**config.mk**
```make
export PLATFORM = sky130hd
export DESIGN_NAME = ob_ram_streamer
export DESIGN_NICKNAME = d
export VERILOG_FILES = /design/src/rtl/ob_ram_streamer.sv
export SDC_FILE = /design/constraint.sdc
export NUM_CORES = 1
export LEC_CHECK = 0
export CORE_AREA = 2 2 162 164
export DETAILED_ROUTE_END_ITERATION = 7
export DIE_AREA = 0 0 164 166
export PLACE_DENSITY = 0.54
export SYNTH_ARGS = -nofsm -noshare
export SYNTH_HDL_FRONTEND = slang
export SYNTH_SLANG_ARGS = --single-unit
```
**constraint.sdc**
```tcl
create_clock -name clk -period 11.15 [get_ports clk]
set_clock_uncertainty 0.15 [all_clocks]
set_input_delay 2.23 -clock clk [delete_from_list [all_inputs] [get_ports clk]]
set_output_delay 2.23 -clock clk [all_outputs]
set_load 0.02 [all_outputs]
```
**src/rtl/ob_ram_streamer.sv**
```systemverilog
`default_nettype none
// ============================================================================
// Module      : ob_ram_streamer
// Description : Streams a packet out of the outbound RAM onto an AXI-Stream
//               master once the core signals that the packet is written.
//               Keeps at most two words outstanding (buffered + in flight),
//               sustains one beat per cycle with m_tready high, and pulses
//               RamFree when the RAM may be rewritten.
// Ports       : clk, rst             - clock, synchronous active-high reset
//               DataReady, DataLen   - packet-written pulse and length (words)
//               enableUseRam         - gates acceptance of DataReady
//               RamFree, ReqDropped  - RAM drained / request ignored pulses
//               Busy                 - packet accepted, RamFree not yet done
//               ram_rd_en/addr/data  - RAM read port (1-cycle read latency)
//               m_tdata/tvalid/tready/tlast - AXI-Stream master
// Revision    : 1.0 - initial release
// ============================================================================
module ob_ram_streamer #(
    parameter int DATA_W = 64,
    parameter int ADDR_W = 9
) (
    input  logic              clk,
    input  logic              rst,
    input  logic              DataReady,
    input  logic [ADDR_W:0]   DataLen,
    input  logic              enableUseRam,
    output logic              RamFree,
    output logic              ReqDropped,
    output logic              Busy,
    output logic              ram_rd_en,
    output logic [ADDR_W-1:0] ram_rd_addr,
    input  logic [DATA_W-1:0] ram_rd_data,
    output logic [DATA_W-1:0] m_tdata,
    output logic              m_tvalid,
    input  logic              m_tready,
    output logic              m_tlast
);

    localparam logic [ADDR_W:0] c_DEPTH = {1'b1, {ADDR_W{1'b0}}};
    localparam logic [ADDR_W:0] c_ONE   = {{ADDR_W{1'b0}}, 1'b1};

    localparam logic [1:0] c_IDLE   = 2'd0;
    localparam logic [1:0] c_STREAM = 2'd1;
    localparam logic [1:0] c_DONE   = 2'd2;

    logic [1:0]        r_state;
    logic [1:0]        w_state_nxt;
    logic [ADDR_W:0]   r_len;
    logic [ADDR_W:0]   r_issued;
    logic [ADDR_W:0]   r_beat;
    logic              r_rd_pend;
    logic [1:0]        r_count;
    logic              r_wp;
    logic              r_rp;
    logic [DATA_W-1:0] r_buf [2];
    logic              r_drop;

    logic              w_accept;
    logic              w_pop;
    logic              w_wr;
    logic              w_rd;
    logic [ADDR_W:0]   w_len_sat;
    logic [DATA_W-1:0] w_head;

    assign w_len_sat = (DataLen > c_DEPTH) ? c_DEPTH : DataLen;
    assign w_accept  = (r_state == c_IDLE) & DataReady & enableUseRam;

    // The word returning from the RAM this cycle counts as buffer content,
    // so an empty buffer presents it directly; this gives the one-cycle
    // read-to-beat latency without an extra register stage.
    assign m_tvalid = (r_count != 2'd0) | r_rd_pend;
    assign w_head   = (r_count == 2'd0) ? ram_rd_data : r_buf[r_rp];
    assign m_tdata  = m_tvalid ? w_head : '0;
    assign m_tlast  = m_tvalid & (r_beat == (r_len - c_ONE));
    assign w_pop    = m_tvalid & m_tready;

    // A returning word taken straight through the bypass never enters storage.
    assign w_wr = r_rd_pend & ~((r_count == 2'd0) & w_pop);
    assign w_rd = w_pop & (r_count != 2'd0);

    assign Busy        = (r_state != c_IDLE);
    assign RamFree     = (r_state == c_DONE);
    assign ReqDropped  = r_drop;
    assign ram_rd_addr = r_issued[ADDR_W-1:0];

    always_comb begin
        w_state_nxt = r_state;
        ram_rd_en   = 1'b0;
        case (r_state)
            c_IDLE: begin
                if (w_accept) begin
                    w_state_nxt = (DataLen == '0) ? c_DONE : c_STREAM;
                end
            end
            c_STREAM: begin
                // Occupancy includes the read in flight, capping outstanding words at two.
                ram_rd_en = (r_issued < r_len) &&
                            ((r_count + {1'b0, r_rd_pend}) < 2'd2);
                if (w_pop && m_tlast) begin
                    w_state_nxt = c_DONE;
                end
            end
            c_DONE: begin
                w_state_nxt = c_IDLE;
            end
            default: begin
                w_state_nxt = c_IDLE;
            end
        endcase
    end

    always_ff @(posedge clk) begin
        if (rst) begin
            r_state   <= c_IDLE;
            r_len     <= '0;
            r_issued  <= '0;
            r_beat    <= '0;
            r_rd_pend <= 1'b0;
            r_count   <= 2'd0;
            r_wp      <= 1'b0;
            r_rp      <= 1'b0;
            r_drop    <= 1'b0;
        end else begin
            r_state   <= w_state_nxt;
            r_drop    <= DataReady & (r_state != c_IDLE);
            r_rd_pend <= ram_rd_en;
            if (w_accept) begin
                r_len    <= w_len_sat;
                r_issued <= '0;
                r_beat   <= '0;
            end else begin
                if (ram_rd_en) begin
                    r_issued <= r_issued + c_ONE;
                end
                if (w_pop) begin
                    r_beat <= r_beat + c_ONE;
                end
            end
            if (w_wr) begin
                r_wp <= ~r_wp;
            end
            if (w_rd) begin
                r_rp <= ~r_rp;
            end
            r_count <= r_count + {1'b0, w_wr} - {1'b0, w_rd};
        end
    end

    // Buffer storage needs no reset: it is only visible while r_count says so.
    always_ff @(posedge clk) begin
        if (w_wr) begin
            r_buf[r_wp] <= ram_rd_data;
        end
    end

endmodule
`default_nettype wire

```
==> results of run 1 <==
-- power by group --
| part | switching [W] | leakage (nW) | total, W | internal (W) |
|---|---|---|---|---|
| Combinational | 0.000447 | 1.43 | 0.000782 | 0.000335 |
| Sequential | 0.0000375 | 1.47 | 0.000724 | 0.000687 |
| Clock | 0.000286 | 0.299 | 0.000593 | 0.000307 |
-- state kept, by name, indices dropped and copies added, names as in the netlist, named ones only --
| signal | cells |
|---|---|
| r_buf | 128 |
| r_beat | 10 |
| r_issued | 10 |
| r_len | 10 |
| r_count | 2 |
| r_state | 2 |
| ReqDropped | 1 |
| r_rd_pend | 1 |
| r_rp | 1 |
| r_wp | 1 |
-- layer usage --
| metal | vias to the layer above | global-route usage |
|---|---|---|
| met3 | 11 | 0.0312 |
| met5 | - | 0 |
| met2 | 122 | 0.215 |
| li1 | 2578 | - |
| met1 | 2458 | 0.170 |
| met4 | 0 | 0.0362 |
-- worst max-delay path by stage --
stage | depth (start not counted) | to | slack [ns] | start
6_report | 4 | m_tdata[11] | 5.13 | ram_rd_data[11]
5_1_grt | 4 | m_tdata[11] | 4.99 | ram_rd_data[11]
4_1_cts | 4 | m_tdata[11] | 5.10 | ram_rd_data[11]
3_5_place_dp | 4 | m_tdata[11] | 5.10 | ram_rd_data[11]
3_3_place_gp | 4 | m_tdata[18] | 5.12 | ram_rd_data[18]
2_1_floorplan | 3 | r_buf[0][0] | 5.45 | m_tready
-- cell usage after synthesis (2+ instances only) --
master,n
o21ai_0,72
nor4_1,2
dfxtp_1,39
and2_1,2
or3_1,3
a21oi_1,13
a21o_1,2
nand2b_1,5
a2111oi_0,3
buf_2,3
nor3_1,6
a21oi_2,2
xor2_1,15
edfxtp_1,128
and4_1,2
nand4_1,9
nand3b_1,3
xnor2_1,16
ha_1,14
nand2_1,24
nand3_1,73
clkbuf_1,24
buf_4,10
buf_1,8
nor2_1,30
nor2b_1,6
a211oi_1,3
and3_1,5
inv_1,17
mux2i_1,66
a31oi_1,2
-- layout by cell type, fill, tap and decap left out, drive strengths merged, types with 2 or more instances in the layout --
cell type and count:
or3 4, and2 2, nand2 24, edfxtp 128, clkinv 9, nand3b 3, xnor2 16, o21ai 73
nor2b 6, a31oi 2, nor3 6, inv 23, nand4 9, clkbuf 17, a21o 2, nor2 30
xor2 15, a21oi 15, nand3 73, nor4 2, dfxtp 39, nand2b 5, clkdlybuf4s50 157, mux2i 66
buf 6, and3 5, ha 14, a2111oi 3, a211oi 3, and4 2
-- worst max-delay path, cell delays in order --
cell	delay (ns)
clkdlybuf4s50_1	0.52
nand3_1	0.08
o21ai_0	0.14
clkdlybuf4s50_1	0.67
-- metrics by stage --
step	utilization	std cells	area, sq um	setup WS, ns
final	0.389	1107	9970	5.13
after global routing	0.389	1107	9970	4.99
after CTS	0.389	1107	9970	5.10
after detailed placement	0.365	1075	9350	5.10
after global placement	0.365	1075	9350	5.12
after floorplan	-	622	7500	5.45
-- final cells by class --
| cell class | count | share of cell area |
|---|---|---|
| clock inverter | 15 | 0.0197 |
| timing repair buffer | 163 | 0.162 |
| multi-input combinational | 393 | 0.263 |
| tap | 335 | 0.0420 |
| sequential | 167 | 0.464 |
| inverter | 17 | 0.00640 |
| clock buffer | 17 | 0.0427 |
-- cells by family (layout without fill, tap and decap cells) --
kind of cell | count (synthesis) | in the layout | share of synthesized area
AND/OR/NAND/NOR | 174 | 174 | 0.117
flip-flops | 167 | 167 | 0.616
AO/OA/AOI/OAI | 107 | 107 | 0.0814
multiplexers | 67 | 67 | 0.0895
buffers and inverters | 62 | 212 | 0.0365
XOR/XNOR | 31 | 31 | 0.0362
adder cells (fa/ha/maj) | 14 | 14 | 0.0233
==> impl_metrics.csv, run 1 <==
group,metric,value,unit
clock_network,clk_pin_slew,0.07,ns
clock_network,cts-resized-gates,0,
clock_network,cts_tree,"done",
global_routing,grt_max_degree,69,
routing,drtPass1Iterations,4,
power,p_leak,3.20,nW
timing,slew_headroom,0.353,
synth,synth_edf_count,128,
critical_path,r2r_slack,8.22,ns
critical_path,r2r-start,"r_rd_pend",
clock_network,cts_buffers,17,
synth,syn_inst,622,
critical_path,worstPathRequired,8.77,ns
synth,synth_area_leader_cell,"edfxtp_1",
routing,wl_met1,8.17,mm
routing,drt_iter0_markers,260,
critical_path,cp-start-kind,"input port",
clock_network,cts_max_path_buffers,2,
routing,drc,0,
routing,vias,5169,
critical_path,endpoint_kind,"output pin",
synth,ys_ff_latch,167,
global_routing,antenna_found_initial,0,
final_layout,seq_area,0.00463,sq mm
routing,wire_per_inst,15.9,microns
clock_network,htreeDepth,4,
floorplan,start_util,0.293,
floorplan,die_h,166,microns
timing,grt_setup_unrepaired,"false",
floorplan,dieWidth,164,microns
timing,post-route-min-period,6.02,ns
timing,worst_slew_pin_slew,0.971,ns
global_routing,grt-ovfl-total,0,
synth,ys.flop_type,"edfxtp_1",
floorplan,rows,59,
synth,yosysSeqAreaShare,0.616,
placed_design,gp_congestion,0.758,
routing,top_layer,"met4",
final_layout,syn_to_final_growth,32.9,%
power,powerDensity,210,mW/mm^2
global_routing,grt_pass1_wl,27.4,mm
timing,hold_ws,0.350,ns
final_layout,n_fill_cell,2514,
worst_hold_path,worstHoldStart,"r_len[9]",
run,drv_cap,0,
placed_design,hpwl,11.5,mm
power,p_total,0.00210,W
clock_network,clockRootBuffer,"clkbuf_16",
worst_hold_path,hold_path_class,"reg2reg",
critical_path,cp.arrival,3.64,ns
clock_network,clk_latency,0.43,ns
final_layout,final_layout_size_suffix_gt1_frac,0.0661,
synth,syn_area,0.00750,sq mm
routing,wl_met2,8.36,mm
power,ir_worst_vdd,0.101,mV
routing,postRouteAntennaNets,0,
synth,synthesis.nets,715,
final_layout,antenna_cells,0,
timing,hold_violations,0,
timing,slew_viol_final,0,
final_layout,multiInputGateArea,0.00262,sq mm
synth,async_flop_share,0,
timing,setup_tns,0,ns
worst_hold_path,holdPathStages,2,
routing,wl,17.6,mm
clock_network,clock-sinks,167,
synth,yosysWarnings,0,
timing,setup_viol,0,
final_layout,nNetsFinal,852,
synth,yosysTopAreaCellShare,0.512,
critical_path,r2r_cells,4,
global_routing,grt.total_usage,0.130,
floorplan,pin_count,158,
run_status,status,"finished clean",
synth,ys_types,46,
timing,fin_crit_sh,0.540,
global_routing,grt_pass1_vias,4966,
critical_path,r2r-end,"r_buf[0][19]",
timing,max_freq,166,MHz
worst_hold_path,min_to,"r_len[9]",
clock_network,cts_setup_buffers,0,
placed_design,port_buffers,157,
routing,wl_met3,926,microns
synth,syn_area_per_cell,12.1,sq um
critical_path,critPathMaxFanout,3,
synth,synthTopCellsByArea,"edfxtp_1 (51%), dfxtp_1 (10%), mux2i_1 (8.8%), nand3_1 (4.9%), o21ai_0 (4.8%)",
routing,vias_per_cell,4.67,
floorplan,placeableCoreArea,0.0256,sq mm
critical_path,critPathKind,"in2out",
floorplan,die-area,0.0272,sq mm
clock_network,cts_hold_buffers,0,
Power figures use the tool's default switching activity.
==> inputs of run 2 (changes only) <==
- clock period: 11.15 -> 5.7 ns (I/O delays scaled with it)
==> impl_metrics.csv, run 2 (synthesized netlist as in run 1, its figures left out) <==
group,metric,value,unit
floorplan,pin_count,158,
power,combPwrFrac,0.377,
critical_path,cpLargestDelayFamily,"simple AND/OR/NAND/NOR gates",
critical_path,cp.arrival,3.13,ns
power,p_leak,3.21,nW
critical_path,critPathKind,"reg2out",
floorplan,die-area,0.0272,sq mm
routing,drt_iter0_markers,242,
timing,worst_slew_pin_slew,1.07,ns
clock_network,cts_max_path_buffers,2,
timing,max_freq,226,MHz
timing,post-route-min-period,4.43,ns
final_layout,syn_to_final_growth,33.2,%
power,p_seq_frac,0.343,
placed_design,dp.cells,1077,
timing,finalWorstSetupSlack,1.28,ns
clock_network,clk_pin_slew,0.07,ns
floorplan,start_util,0.293,
worst_hold_path,hold_path_class,"reg2reg",
timing,fin_crit_sh,0.776,
critical_path,path_buf_inv,1,
placed_design,dp_slack,1.73,ns
routing,postRouteAntennaNets,0,
clock_network,clockRootBuffer,"clkbuf_16",
critical_path,cp_cell_sequence,"or3_1 > o2111ai_1 > or4_4 > nor3_1 > clkdlybuf4s50_1",
run,drv_cap,0,
clock_network,clk_latency,0.42,ns
timing,hold_ws,0.348,ns
routing,vias_per_cell,4.65,
final_layout,post-route-util,0.390,
clock_network,cts_hold_buffers,0,
critical_path,critPathMaxFanout,33,
clock_network,cts_buffers,17,
routing,wl,17.9,mm
power,ir_worst_vdd,0.211,mV
power,powerDensity,413,mW/mm^2
clock_network,htreeDepth,4,
final_layout,final_layout_size_suffix_gt1_frac,0.0685,
clock_network,cts_setup_buffers,0,
timing,hold_violations,0,
global_routing,grt_pass1_wl,27.7,mm
critical_path,cp-start-kind,"flip-flop",
timing,slew_viol_final,0,
power,p_switching,0.00151,W
final_layout,finalNonFillerCells,1109,
final_layout,n_fill_cell,2458,
final_layout,layout_common_cells,"clkdlybuf4s50_1 (157), edfxtp_1 (128), nand3_1 (73), o21ai_0 (72), mux2i_1 (66)",
final_layout,largest-register,"r_buf",
placed_design,gp_congestion,0.778,
final_layout,nNetsFinal,854,
critical_path,cpMaxStageDelayCell,"dfxtp_2",
critical_path,crit_path_max_incr_delay,0.79,ns
routing,vias,5159,
clock_network,cts-resized-gates,0,
global_routing,grt_max_degree,77,
power,p_clk_frac,0.280,
floorplan,die_h,166,microns
global_routing,grt.total_usage,0.132,
placed_design,hpwl,12.0,mm
timing,slew_headroom,0.286,
power,power.internal,0.00262,W
routing,drtPass1Iterations,4,
global_routing,grt-ovfl-total,0,
final_layout,largest_reg_flops,128,
timing,setup_tns,0,ns
clock_network,clock-sinks,167,
routing,wire_per_inst,16.2,microns
floorplan,rows,59,
placed_design,port_buffers,157,
critical_path,endpoint_kind,"output pin",
clock_network,cts_tree,"done",
global_routing,antenna_found_initial,0,
final_layout,layout_commonest_cell,"clkdlybuf4s50_1",
final_layout,antenna_cells,0,
run_status,status,"finished clean",
timing,setup_viol,0,
timing,grt_setup_unrepaired,"false",
global_routing,grt_pass1_vias,4938,
routing,drc,0,
floorplan,placeableCoreArea,0.0256,sq mm
power,netSwitchingFraction,0.366,
floorplan,dieWidth,164,microns
critical_path,worstPathRequired,4.41,ns
run 2: changes by cell type in the layout (fill, tap and decap cells not counted):
cell / previous run / this run
clkinv_8: 7 / 6
buf_4: 6 / 7
buf_12: 0 / 1
inv_8: 2 / 4
inv_6: 3 / 1
clkinv_4: 2 / 3
run 2: tightest hold or removal path, cell delays in order (launching register included):
cell,delay [ns]
dfxtp_1,0.34
nand2_1,0.06
a21oi_1,0.05
run 2: final timing paths:
check / from / to / slack (ns) / cells after the start
max reg2reg: r_rd_pend / r_buf[1][2] / 2.46 / 3
min reg2reg: r_len[9] / r_len[9] / 0.35 / 2
max: r_rd_pend / m_tlast / 1.28 / 5
min: r_len[9] / r_len[9] / 0.35 / 2
run 2: power by group through the flow:
stage | logic, W | clock network (W) | registers (W)
2_1_floorplan | 0.000912 | 0 | 0.00139
3_3_place_gp | 0.00158 | 0 | 0.00145
3_5_place_dp | 0.00158 | 0 | 0.00145
4_1_cts | 0.00158 | 0.00120 | 0.00142
5_1_grt | 0.00168 | 0.00125 | 0.00143
6_report | 0.00156 | 0.00116 | 0.00142
run 2: layout make-up:
type                       count  area, sq um  share of cell area
multi-input combinational    393         2620               0.262
inverter                      17         63.8             0.00638
timing repair buffer         165         1640               0.164
tap                          335          419              0.0419
sequential                   167         4630               0.463
clock buffer                  17          425              0.0426
clock inverter                15          194              0.0194
run 2: per-layer routing:
| metal | vias to the layer above | track usage | routed length [microns] |
|---|---|---|---|
| li1 | 2582 | - | - |
| met1 | 2462 | 0.176 | 8360 |
| met2 | 104 | 0.216 | 8650 |
| met3 | 11 | 0.0280 | 726 |
| met4 | 0 | 0.0400 | 177 |
| met5 | - | 0 | 0 |
run 2: per-stage QoR:
step	power (W)	area (sq um)
floorplan	0.00230	7500
global placement	0.00303	9380
detailed placement	0.00303	9380
CTS	0.00421	10000
global route	0.00436	10000
finish	0.00413	10000
==> inputs of run 3 (changes only) <==
- clock period: 5.7 -> 4.6 ns (I/O delays scaled with it)
==> impl_metrics.csv, run 3 (synthesized netlist as in run 1, its figures left out) <==
group,metric,value,unit
run_status,status,"finished clean",
critical_path,crit_path_frequent_cell,"nor3_1",
floorplan,die-area,0.0272,sq mm
critical_path,cp.arrival,2.95,ns
global_routing,grt_pass1_vias,5153,
routing,top_layer,"met4",
timing,hold_violations,0,
final_layout,largest_reg_flops,128,
critical_path,worstPathRequired,3.53,ns
final_layout,final_layout_size_suffix_gt1_frac,0.0697,
timing,grt_setup_unrepaired,"false",
placed_design,gp_congestion,0.772,
floorplan,rows,59,
routing,wl_met2,8.63,mm
clock_network,clock-sinks,167,
final_layout,syn_to_final_growth,33.4,%
routing,wl_met1,8.66,mm
timing,setup_tns,0,ns
power,p_leak,3.22,nW
routing,postRouteAntennaNets,0,
floorplan,start_util,0.293,
final_layout,seq_area,0.00463,sq mm
final_layout,largest-register,"r_buf",
clock_network,cts_max_path_buffers,2,
critical_path,critPathMaxFanout,8,
final_layout,layout_common_cells,"clkdlybuf4s50_1 (157), edfxtp_1 (128), nand3_1 (73), o21ai_0 (72), mux2i_1 (66)",
final_layout,design_area,0.0100,sq mm
critical_path,crit_path_max_incr_delay,0.66,ns
power,powerDensity,509,mW/mm^2
timing,max_freq,249,MHz
floorplan,die_h,166,microns
clock_network,cts_hold_buffers,0,
routing,drc,0,
critical_path,critPathKind,"reg2out",
global_routing,antenna_found_initial,0,
clock_network,cts-resized-gates,0,
critical_path,cp-start-kind,"flip-flop",
floorplan,pin_count,158,
timing,fin_crit_sh,0.874,
routing,vias,5166,
placed_design,hpwl,11.5,mm
floorplan,dieWidth,164,microns
global_routing,grt_pass1_wl,28.2,mm
final_layout,finalNonFillerCells,1110,
clock_network,clk_pin_slew,0.07,ns
critical_path,path_buf_inv,1,
final_layout,nNetsFinal,855,
power,ir_worst_vdd,0.474,mV
final_layout,multiInputGateArea,0.00262,sq mm
clock_network,htreeDepth,4,
run,drv_cap,0,
global_routing,grt_max_degree,131,
timing,worst_slew_pin_slew,0.826,ns
placed_design,port_buffers,157,
routing,wire_per_inst,16.3,microns
routing,vias_per_cell,4.65,
clock_network,cts_buffers,17,
final_layout,layout_commonest_cell,"clkdlybuf4s50_1",
routing,wl,18.1,mm
global_routing,grt.total_usage,0.134,
clock_network,clk_latency,0.42,ns
routing,wl_met3,631,microns
critical_path,cpMaxStageDelayCell,"clkdlybuf4s50_1",
global_routing,grt-ovfl-total,0,
final_layout,n_fill_cell,2458,
final_layout,post-route-util,0.391,
routing,drtPass1Iterations,4,
clock_network,cts_setup_buffers,0,
clock_network,cts_tree,"done",
placed_design,placed_cell_area,0.00941,sq mm
final_layout,antenna_cells,0,
timing,setup_viol,0,
floorplan,placeableCoreArea,0.0256,sq mm
placed_design,dp.cells,1078,
critical_path,cpLargestDelayFamily,"simple AND/OR/NAND/NOR gates",
timing,slew_viol_final,0,
routing,drt_iter0_markers,292,
critical_path,endpoint_kind,"output pin",
critical_path,cp_cell_sequence,"nor3_1 > nand4_1 > xnor2_1 > or4_4 > nor3_1 > clkdlybuf4s50_1",
timing,hold_ws,0.343,ns
timing,post-route-min-period,4.02,ns
timing,slew_headroom,0.450,
clock_network,clockRootBuffer,"clkbuf_16",
worst_hold_path,hold_path_class,"reg2reg",
## run 3: path summary, 6_finish.rpt
check                  from            to  slack [ns]  depth (start not counted)
setup / recovery   r_len[2]       m_tlast        0.58                          6
hold / removal     r_len[9]      r_len[9]        0.34                          2
setup reg to reg  r_rd_pend  r_buf[1][23]        2.00                          3
hold reg to reg    r_len[9]      r_len[9]        0.34                          2
## run 3: per-stage QoR
step                      setup WS, ns  total power, W
after floorplan                  0.206         0.00285
after global placement            1.04         0.00375
after detailed placement          1.03         0.00375
after CTS                        0.535         0.00519
after global routing             0.331         0.00538
final                            0.581         0.00510
## run 3: cell type report
| cell class | instances | share of cell area |
|---|---|---|
| sequential | 167 | 0.462 |
| multi-input combinational | 393 | 0.262 |
| timing repair buffer | 166 | 0.167 |
| clock buffer | 17 | 0.0425 |
| tap | 335 | 0.0419 |
| clock inverter | 15 | 0.0175 |
| inverter | 17 | 0.00637 |
## run 3: worst reg2reg max path, delay by kind of cell (launching register included)
| family | cells | cell delay [ns] |
|---|---|---|
| buffers and inverters | 2 | 0.93 |
| DFF | 1 | 0.35 |
| and+or+nand+nor | 1 | 0.85 |
## run 3: power by group
group          internal (W)  switching (W)  leakage [nW]
combinational      0.000833        0.00111          1.46
sequential          0.00166      0.0000804          1.47
clock              0.000737       0.000680         0.291
total               0.00323        0.00187          3.22
## run 3: per-layer routing
| layer | track usage | up-vias |
|---|---|---|
| li1 | - | 2581 |
| met1 | 0.174 | 2478 |
| met2 | 0.227 | 99 |
| met3 | 0.0307 | 8 |
| met4 | 0.0343 | 0 |
| met5 | 0 | - |
